### config.mk
export PLATFORM = sky130hd
export DESIGN_NAME = vga_ctrl
export DESIGN_NICKNAME = d
export VERILOG_FILES = /design/src/rtl/vga_ctrl.sv
export SDC_FILE = /design/constraint.sdc
export NUM_CORES = 1
export LEC_CHECK = 0
export ABC_AREA = 1
export CORE_AREA = 5 5 87 81
export DETAILED_ROUTE_END_ITERATION = 6
export DIE_AREA = 0 0 92 86
export PLACE_DENSITY = 0.78
export SETUP_SLACK_MARGIN = 0.1
export SYNTH_ARGS = -nofsm -noshare
export SYNTH_HDL_FRONTEND = slang
export SYNTH_SLANG_ARGS = --single-unit
### constraint.sdc
create_clock -name CLK -period 1.5 [get_ports CLK]
set_input_delay 0.375 -clock CLK [delete_from_list [all_inputs] [get_ports CLK]]
set_output_delay 0.375 -clock CLK [all_outputs]
set_load 0.02 [all_outputs]
### src/rtl/vga_ctrl.sv
// VGA timing generator with a streaming pixel input and registered, mutually aligned outputs.
// Optional build macro VGA_TEST_PATTERN_EN replaces the pixel stream with eight colour bars.
module vga_ctrl #(
  parameter int HDISP  = 640,
  parameter int HFP    = 16,
  parameter int HPULSE = 96,
  parameter int HBP    = 48,
  parameter int VDISP  = 480,
  parameter int VFP    = 10,
  parameter int VPULSE = 2,
  parameter int VBP    = 33
) (
  input  logic                       CLK,
  input  logic                       NRST,
  input  logic [23:0]                pix_data,
  input  logic                       pix_valid,
  output logic                       pix_ready,
  output logic [7:0]                 vga_r,
  output logic [7:0]                 vga_g,
  output logic [7:0]                 vga_b,
  output logic                       vga_hs,
  output logic                       vga_vs,
  output logic                       vga_blank,
  output logic [$clog2(HDISP)-1:0]   vga_x,
  output logic [$clog2(VDISP)-1:0]   vga_y,
  output logic                       frame_start,
  output logic                       underflow
);
  localparam int HTOTAL = HDISP + HFP + HPULSE + HBP;
  localparam int VTOTAL = VDISP + VFP + VPULSE + VBP;
  localparam int HW = $clog2(HTOTAL);
  localparam int VW = $clog2(VTOTAL);
  localparam int XW = $clog2(HDISP);
  localparam int YW = $clog2(VDISP);

  if (HFP < 1 || HPULSE < 1 || HBP < 1 || VFP < 1 || VPULSE < 1 || VBP < 1) begin : g_param_check
    $error("vga_ctrl: porch and pulse parameters must each be at least 1");
  end

  logic [HW-1:0] hcnt_q, hcnt_d;
  logic [VW-1:0] vcnt_q, vcnt_d;
  logic [23:0]   rgb_q, rgb_d;
  logic          hs_q, hs_d, vs_q, vs_d, blank_q, blank_d;
  logic [XW-1:0] x_q, x_d;
  logic [YW-1:0] y_q, y_d;
  logic          fs_q, fs_d, uf_q, uf_d;
  logic          active;

  assign active = (hcnt_q < HW'(HDISP)) && (vcnt_q < VW'(VDISP));

  always_comb begin
    hcnt_d = hcnt_q + 1'b1;
    vcnt_d = vcnt_q;
    if (hcnt_q == HW'(HTOTAL - 1)) begin
      hcnt_d = '0;
      vcnt_d = (vcnt_q == VW'(VTOTAL - 1)) ? '0 : vcnt_q + 1'b1;
    end
  end

  // Everything below is a function of the current counters, registered once for alignment.
  always_comb begin
    hs_d    = !((hcnt_q >= HW'(HDISP + HFP)) && (hcnt_q < HW'(HDISP + HFP + HPULSE)));
    vs_d    = !((vcnt_q >= VW'(VDISP + VFP)) && (vcnt_q < VW'(VDISP + VFP + VPULSE)));
    blank_d = active;
    x_d     = active ? XW'(hcnt_q) : '0;
    y_d     = active ? YW'(vcnt_q) : '0;
    fs_d    = (hcnt_q == '0) && (vcnt_q == '0);
  end

`ifdef VGA_TEST_PATTERN_EN
  localparam int BARW = (HDISP / 8 > 0) ? HDISP / 8 : 1;
  logic [HW-1:0] bar_raw;
  logic [2:0]    bar;
  logic          unused_tp;

  assign unused_tp = ^{pix_data, pix_valid};
  assign pix_ready = 1'b0;
  assign bar_raw   = hcnt_q / HW'(BARW);
  assign bar       = (bar_raw > HW'(7)) ? 3'd7 : 3'(bar_raw);

  // Bar order white..black: R off on bit1, G off on bit2, B off on bit0.
  always_comb begin
    rgb_d = active ? {{8{~bar[1]}}, {8{~bar[2]}}, {8{~bar[0]}}} : 24'h0;
    uf_d  = 1'b0;
  end
`else
  assign pix_ready = active && NRST;

  // A missing pixel outranks the frame-start clear.
  always_comb begin
    rgb_d = (pix_ready && pix_valid) ? pix_data : 24'h0;
    uf_d  = uf_q;
    if (pix_ready && !pix_valid) uf_d = 1'b1;
    else if (fs_d)               uf_d = 1'b0;
  end
`endif

  always_ff @(posedge CLK or negedge NRST) begin
    if (!NRST) begin
      hcnt_q  <= '0;
      vcnt_q  <= '0;
      rgb_q   <= '0;
      hs_q    <= 1'b1;
      vs_q    <= 1'b1;
      blank_q <= 1'b0;
      x_q     <= '0;
      y_q     <= '0;
      fs_q    <= 1'b0;
      uf_q    <= 1'b0;
    end else begin
      hcnt_q  <= hcnt_d;
      vcnt_q  <= vcnt_d;
      rgb_q   <= rgb_d;
      hs_q    <= hs_d;
      vs_q    <= vs_d;
      blank_q <= blank_d;
      x_q     <= x_d;
      y_q     <= y_d;
      fs_q    <= fs_d;
      uf_q    <= uf_d;
    end
  end

  assign {vga_r, vga_g, vga_b} = rgb_q;
  assign vga_hs      = hs_q;
  assign vga_vs      = vs_q;
  assign vga_blank   = blank_q;
  assign vga_x       = x_q;
  assign vga_y       = y_q;
  assign frame_start = fs_q;
  assign underflow   = uf_q;
endmodule

==> impl_metrics.prom <==
# TYPE chip_impl_metric gauge
chip_impl_metric{name="cts.reportedPaths.clkPinSlew",unit="ps"} 80
chip_impl_info{name="cp-end-kind",value="output port"} 1
chip_impl_metric{name="grt_usage",unit="%"} 18.5
chip_impl_info{name="cp_cell_sequence",value="inv_2, nand3_2, nand3_2, nor2_4, inv_4, nor2_4, buf_6"} 1
chip_impl_metric{name="tightest_slew",unit="ps"} 815
chip_impl_metric{name="hold_viol_final",unit=""} 0
chip_impl_info{name="timing.hold.worst.class",value="in -> async"} 1
chip_impl_info{name="violations",value="negative setup slack"} 1
chip_impl_metric{name="power.clock.fraction",unit="%"} 40.0
chip_impl_info{name="unrepaired_setup_endpoints_after_global_routing",value="yes"} 1
chip_impl_metric{name="holdWs",unit="ps"} 350
chip_impl_metric{name="finClkSkew",unit="ps"} 6.99
chip_impl_metric{name="die_w",unit="um"} 92
chip_impl_metric{name="multi_input_logic_area",unit="um^2"} 1010
chip_impl_metric{name="worst_path_largest_cell_delay",unit="ps"} 410
chip_impl_metric{name="clock_net_sink_count",unit=""} 68
chip_impl_metric{name="post-place-cells",unit=""} 461
chip_impl_metric{name="static-leakage-power",unit="uW"} 0.00219
chip_impl_metric{name="clock_path_buffers",unit=""} 2
chip_impl_metric{name="postLayoutSetupSlackWorst",unit="ps"} -276
chip_impl_metric{name="p_sw",unit="uW"} 872
chip_impl_metric{name="synthesis.area",unit="um^2"} 2810
chip_impl_metric{name="count_of_flip_flops_with_a_built_in_enable_after_synthesis",unit=""} 0
chip_impl_metric{name="reg2reg_slack",unit="ps"} -60
chip_impl_metric{name="firstDrtPassIters",unit=""} 4
chip_impl_metric{name="die-height",unit="um"} 86
chip_impl_metric{name="post_route_cells_drive_above_1_share",unit="%"} 40.2
chip_impl_metric{name="arrival",unit="ps"} 1400
chip_impl_metric{name="drc",unit=""} 0
chip_impl_metric{name="clk-insertion-delay-late",unit="ps"} 350
chip_impl_metric{name="crit_path_max_fanout",unit=""} 3
chip_impl_info{name="netlist_top_cells_count",value="dfrtp_1, inv_1, nor2_1, nand2_1, nor2_2"} 1
chip_impl_metric{name="die_area",unit="um^2"} 7910
chip_impl_metric{name="grt_pass1_vias",unit=""} 2358
chip_impl_metric{name="ctsHtreeMaxLevel",unit=""} 3
chip_impl_info{name="crit_type",value="reg -> out"} 1
chip_impl_metric{name="seqPwrFrac",unit="%"} 53.4
chip_impl_metric{name="routed-via-count",unit=""} 2404
chip_impl_metric{name="drv_slew",unit=""} 0
chip_impl_metric{name="replace_congestion",unit=""} 0.873
chip_impl_metric{name="cap_viol_max_count",unit=""} 0
chip_impl_metric{name="max_freq",unit="GHz"} 0.563
chip_impl_info{name="setup.worst_path.start_class",value="register"} 1
chip_impl_info{name="ranking_of_synthesized_cells_by_area",value="dfrtp_1, inv_1, nor2_1, nand2_1, nor2_2"} 1
chip_impl_metric{name="slew-limit-headroom",unit="%"} 45.6
chip_impl_metric{name="postSynthCellCount",unit=""} 295
chip_impl_metric{name="share_of_the_core_filled_with_cells_in_the_final_layout",unit="%"} 70.0
chip_impl_metric{name="internal_power",unit="uW"} 2620
chip_impl_metric{name="detailedPlacementHpwl",unit="um"} 4510
chip_impl_metric{name="crit_required",unit="ps"} 1120
chip_impl_metric{name="synth_seq_cells",unit=""} 68
chip_impl_metric{name="pnr_total_power",unit="uW"} 3490
chip_impl_metric{name="power_frac_comb",unit="%"} 6.6
chip_impl_metric{name="synth.lib_cells_used.distinct",unit=""} 20
chip_impl_info{name="critical_path.reg2reg.endpoint",value="vcnt_q[6]"} 1
chip_impl_info{name="result_of_the_run",value="complete, but fails checks"} 1
chip_impl_metric{name="synth_fp_nets",unit=""} 326
chip_impl_metric{name="grt_pass1_wl",unit="um"} 11100
chip_impl_metric{name="cts-buffers-inserted",unit=""} 9
chip_impl_metric{name="vdd_drop_max",unit="mV"} 0.644
chip_impl_metric{name="areaGrowthSynthToFinish",unit="%"} 49.9
chip_impl_metric{name="floorplan.initialDensity",unit="%"} 46.7
chip_impl_metric{name="route.antenna.remaining_nets",unit=""} 0
chip_impl_metric{name="portBuffers",unit=""} 75
chip_impl_metric{name="finalSetupViolations",unit=""} 3
chip_impl_metric{name="post-route-period-util",unit="%"} 118
chip_impl_metric{name="total_grt_overflow",unit=""} 0
chip_impl_metric{name="detailedRoute.firstIterationViolations",unit=""} 144
chip_impl_info{name="synth-main-ff-cell",value="dfrtp_1"} 1
chip_impl_info{name="crit-reg2reg-launch",value="hcnt_q[0]"} 1
chip_impl_metric{name="finalWirelength",unit="um"} 7330
chip_impl_metric{name="grt_max_degree",unit=""} 69
chip_impl_metric{name="fin_nets",unit=""} 446
chip_impl_metric{name="detailedPlace.worstSlack",unit="ps"} -337
chip_impl_info{name="cts-root-buf",value="clkbuf_8"} 1
chip_impl_metric{name="routed_via_density",unit=""} 4.89
chip_impl_metric{name="syn_area_per_cell",unit="um^2"} 9.51
chip_impl_metric{name="seq_area_frac_synth",unit="%"} 60.7
chip_impl_info{name="cts_tree",value="built"} 1
chip_impl_info{name="synthMostInstantiatedCell",value="dfrtp_1"} 1
chip_impl_metric{name="net_sw_share",unit="%"} 25.0
chip_impl_metric{name="final-seq-area",unit="um^2"} 1700
chip_impl_info{name="slowest_stage",value="dfrtp_1"} 1
chip_impl_metric{name="yosysWarnings",unit=""} 0
chip_impl_metric{name="nFillCells",unit=""} 447
chip_impl_metric{name="synth.top_cell.area_share",unit="%"} 58.8
chip_impl_metric{name="design.core.area",unit="um^2"} 6010
chip_impl_metric{name="number_of_antenna_violations_at_the_first_check_in_global_routing",unit=""} 0
chip_impl_metric{name="fp-row-count",unit=""} 27
chip_impl_metric{name="layoutNonFillerInstCount",unit=""} 492
chip_impl_metric{name="diodes",unit=""} 0
chip_impl_metric{name="asr_flop_ratio_synth",unit="%"} 100
chip_impl_metric{name="ioPinCount",unit=""} 76
chip_impl_metric{name="cell_count_of_the_worst_reg_to_reg_path",unit=""} 6
chip_impl_info{name="synth_top_area_cell",value="dfrtp_1"} 1
chip_impl_metric{name="power.density",unit="nW/um^2"} 829
chip_impl_metric{name="routedWlPerCell",unit="um"} 14.9
chip_impl_metric{name="timing.final.crit_period",unit="ps"} 1780
## how the worst max path moves through the flow
stage / start / endpoint / slack (ps) / depth (start not counted)
final: hcnt_q[8] / pix_ready / -280 / 7
after global placement: hcnt_q[8] / pix_ready / -310 / 6
after floorplan: hcnt_q[7] / pix_ready / 150 / 5
after detailed placement: hcnt_q[8] / pix_ready / -340 / 6
after global routing: hcnt_q[9] / pix_ready / -320 / 6
after CTS: hcnt_q[8] / pix_ready / -270 / 6
## logic make-up (layout without fill, tap and decap cells)
kind of cell	Yosys count	count (layout)	synth area share [%]
simple gates	136	136	23.3
flops	68	68	60.7
buf+inv	66	191	9.76
compound gates	16	16	2.85
xor+xnor	5	5	1.56
fa+ha+maj	4	4	1.78
## worst max-delay path, delay by kind of cell, from the launching register on
| kind | cells | cell delay (ps) |
|---|---|---|
| DFF | 1 | 410 |
| and+or+nand+nor | 4 | 390 |
| buffers and inverters | 3 | 230 |
## sequential cells by signal, indices dropped and copies added (netlist names)
| name | flops |
|---|---|
| vga_vs | 1 |
| vga_y | 9 |
| vga_hs | 1 |
| vga_x | 10 |
| frame_start | 1 |
| vcnt_q | 10 |
| vga_blank | 1 |
| rgb_q | 24 |
| hcnt_q | 10 |
| underflow | 1 |
## repair_timing
| item | in CTS | in global routing |
|---|---|---|
| endpoints found under the hold margin | 0 | 0 |
| pin swaps | 12 | 12 |
| buffers inserted | 5 | 10 |
| endpoints found under the setup margin | 65 | 63 |
| gates resized for setup | 150 | 74 |
| hold buffers | 0 | 0 |
| cloned | 2 | 0 |
## final cells by class
class                   count  share of cell area [%]
clock inverters             6                    1.10
inverters                  62                    5.80
well taps                  72                    2.14
multi-input cells         161                    24.1
clock buffers              10                    3.27
flip-flops and latches     68                    40.5
repair buffers            113                    23.1
## layout by cell type, fill, tap and decap left out, types with 4 or more instances in the layout
| cell | instances |
|---|---|
| nor3_1 | 4 |
| buf_4 | 30 |
| buf_6 | 9 |
| clkbuf_8 | 10 |
| nand3_2 | 8 |
| o21ai_2 | 7 |
| nand4_1 | 9 |
| clkbuf_2 | 20 |
| dfrtp_1 | 66 |
| inv_2 | 4 |
| nand2_2 | 8 |
| buf_2 | 7 |
| nor2_1 | 32 |
| clkdlybuf4s50_1 | 25 |
| nor2_4 | 5 |
| xor2_1 | 4 |
| inv_1 | 54 |
| nand2_1 | 27 |
| clkdlybuf4s15_2 | 9 |
| clkdlybuf4s15_1 | 11 |
| nand3_1 | 9 |
| nor2_2 | 28 |
## per-stage QoR
| stage | cell area, um^2 | setup TNS [ps] |
|---|---|---|
| 4_1_cts | 4140 | -266 |
| 3_3_place_gp | 3800 | -312 |
| 3_5_place_dp | 3800 | -337 |
| 6_report | 4210 | -346 |
| 5_1_grt | 4210 | -1380 |
| 2_1_floorplan | 2810 | 0 |
## power groups by stage
stage	combinational [uW]	clock (uW)	sequential, uW
6_report	232	1390	1860
5_1_grt	257	1520	1870
4_1_cts	246	1420	1860
3_5_place_dp	256	0	1900
3_3_place_gp	254	0	1900
2_1_floorplan	54.2	0	1930
## per-layer routing
layer | part of all wire [%] | wire length (um) | track usage (%) | up-vias
li1 | - | - | - | 1135
met1 | 38 | 2760 | 20.5 | 1147
met2 | 48 | 3520 | 29.0 | 107
met3 | 12 | 878 | 10.8 | 15
met4 | 2.2 | 164 | 7.83 | 0
met5 | 0 | 0 | 0 | -
Power figures use the tool's default switching activity.
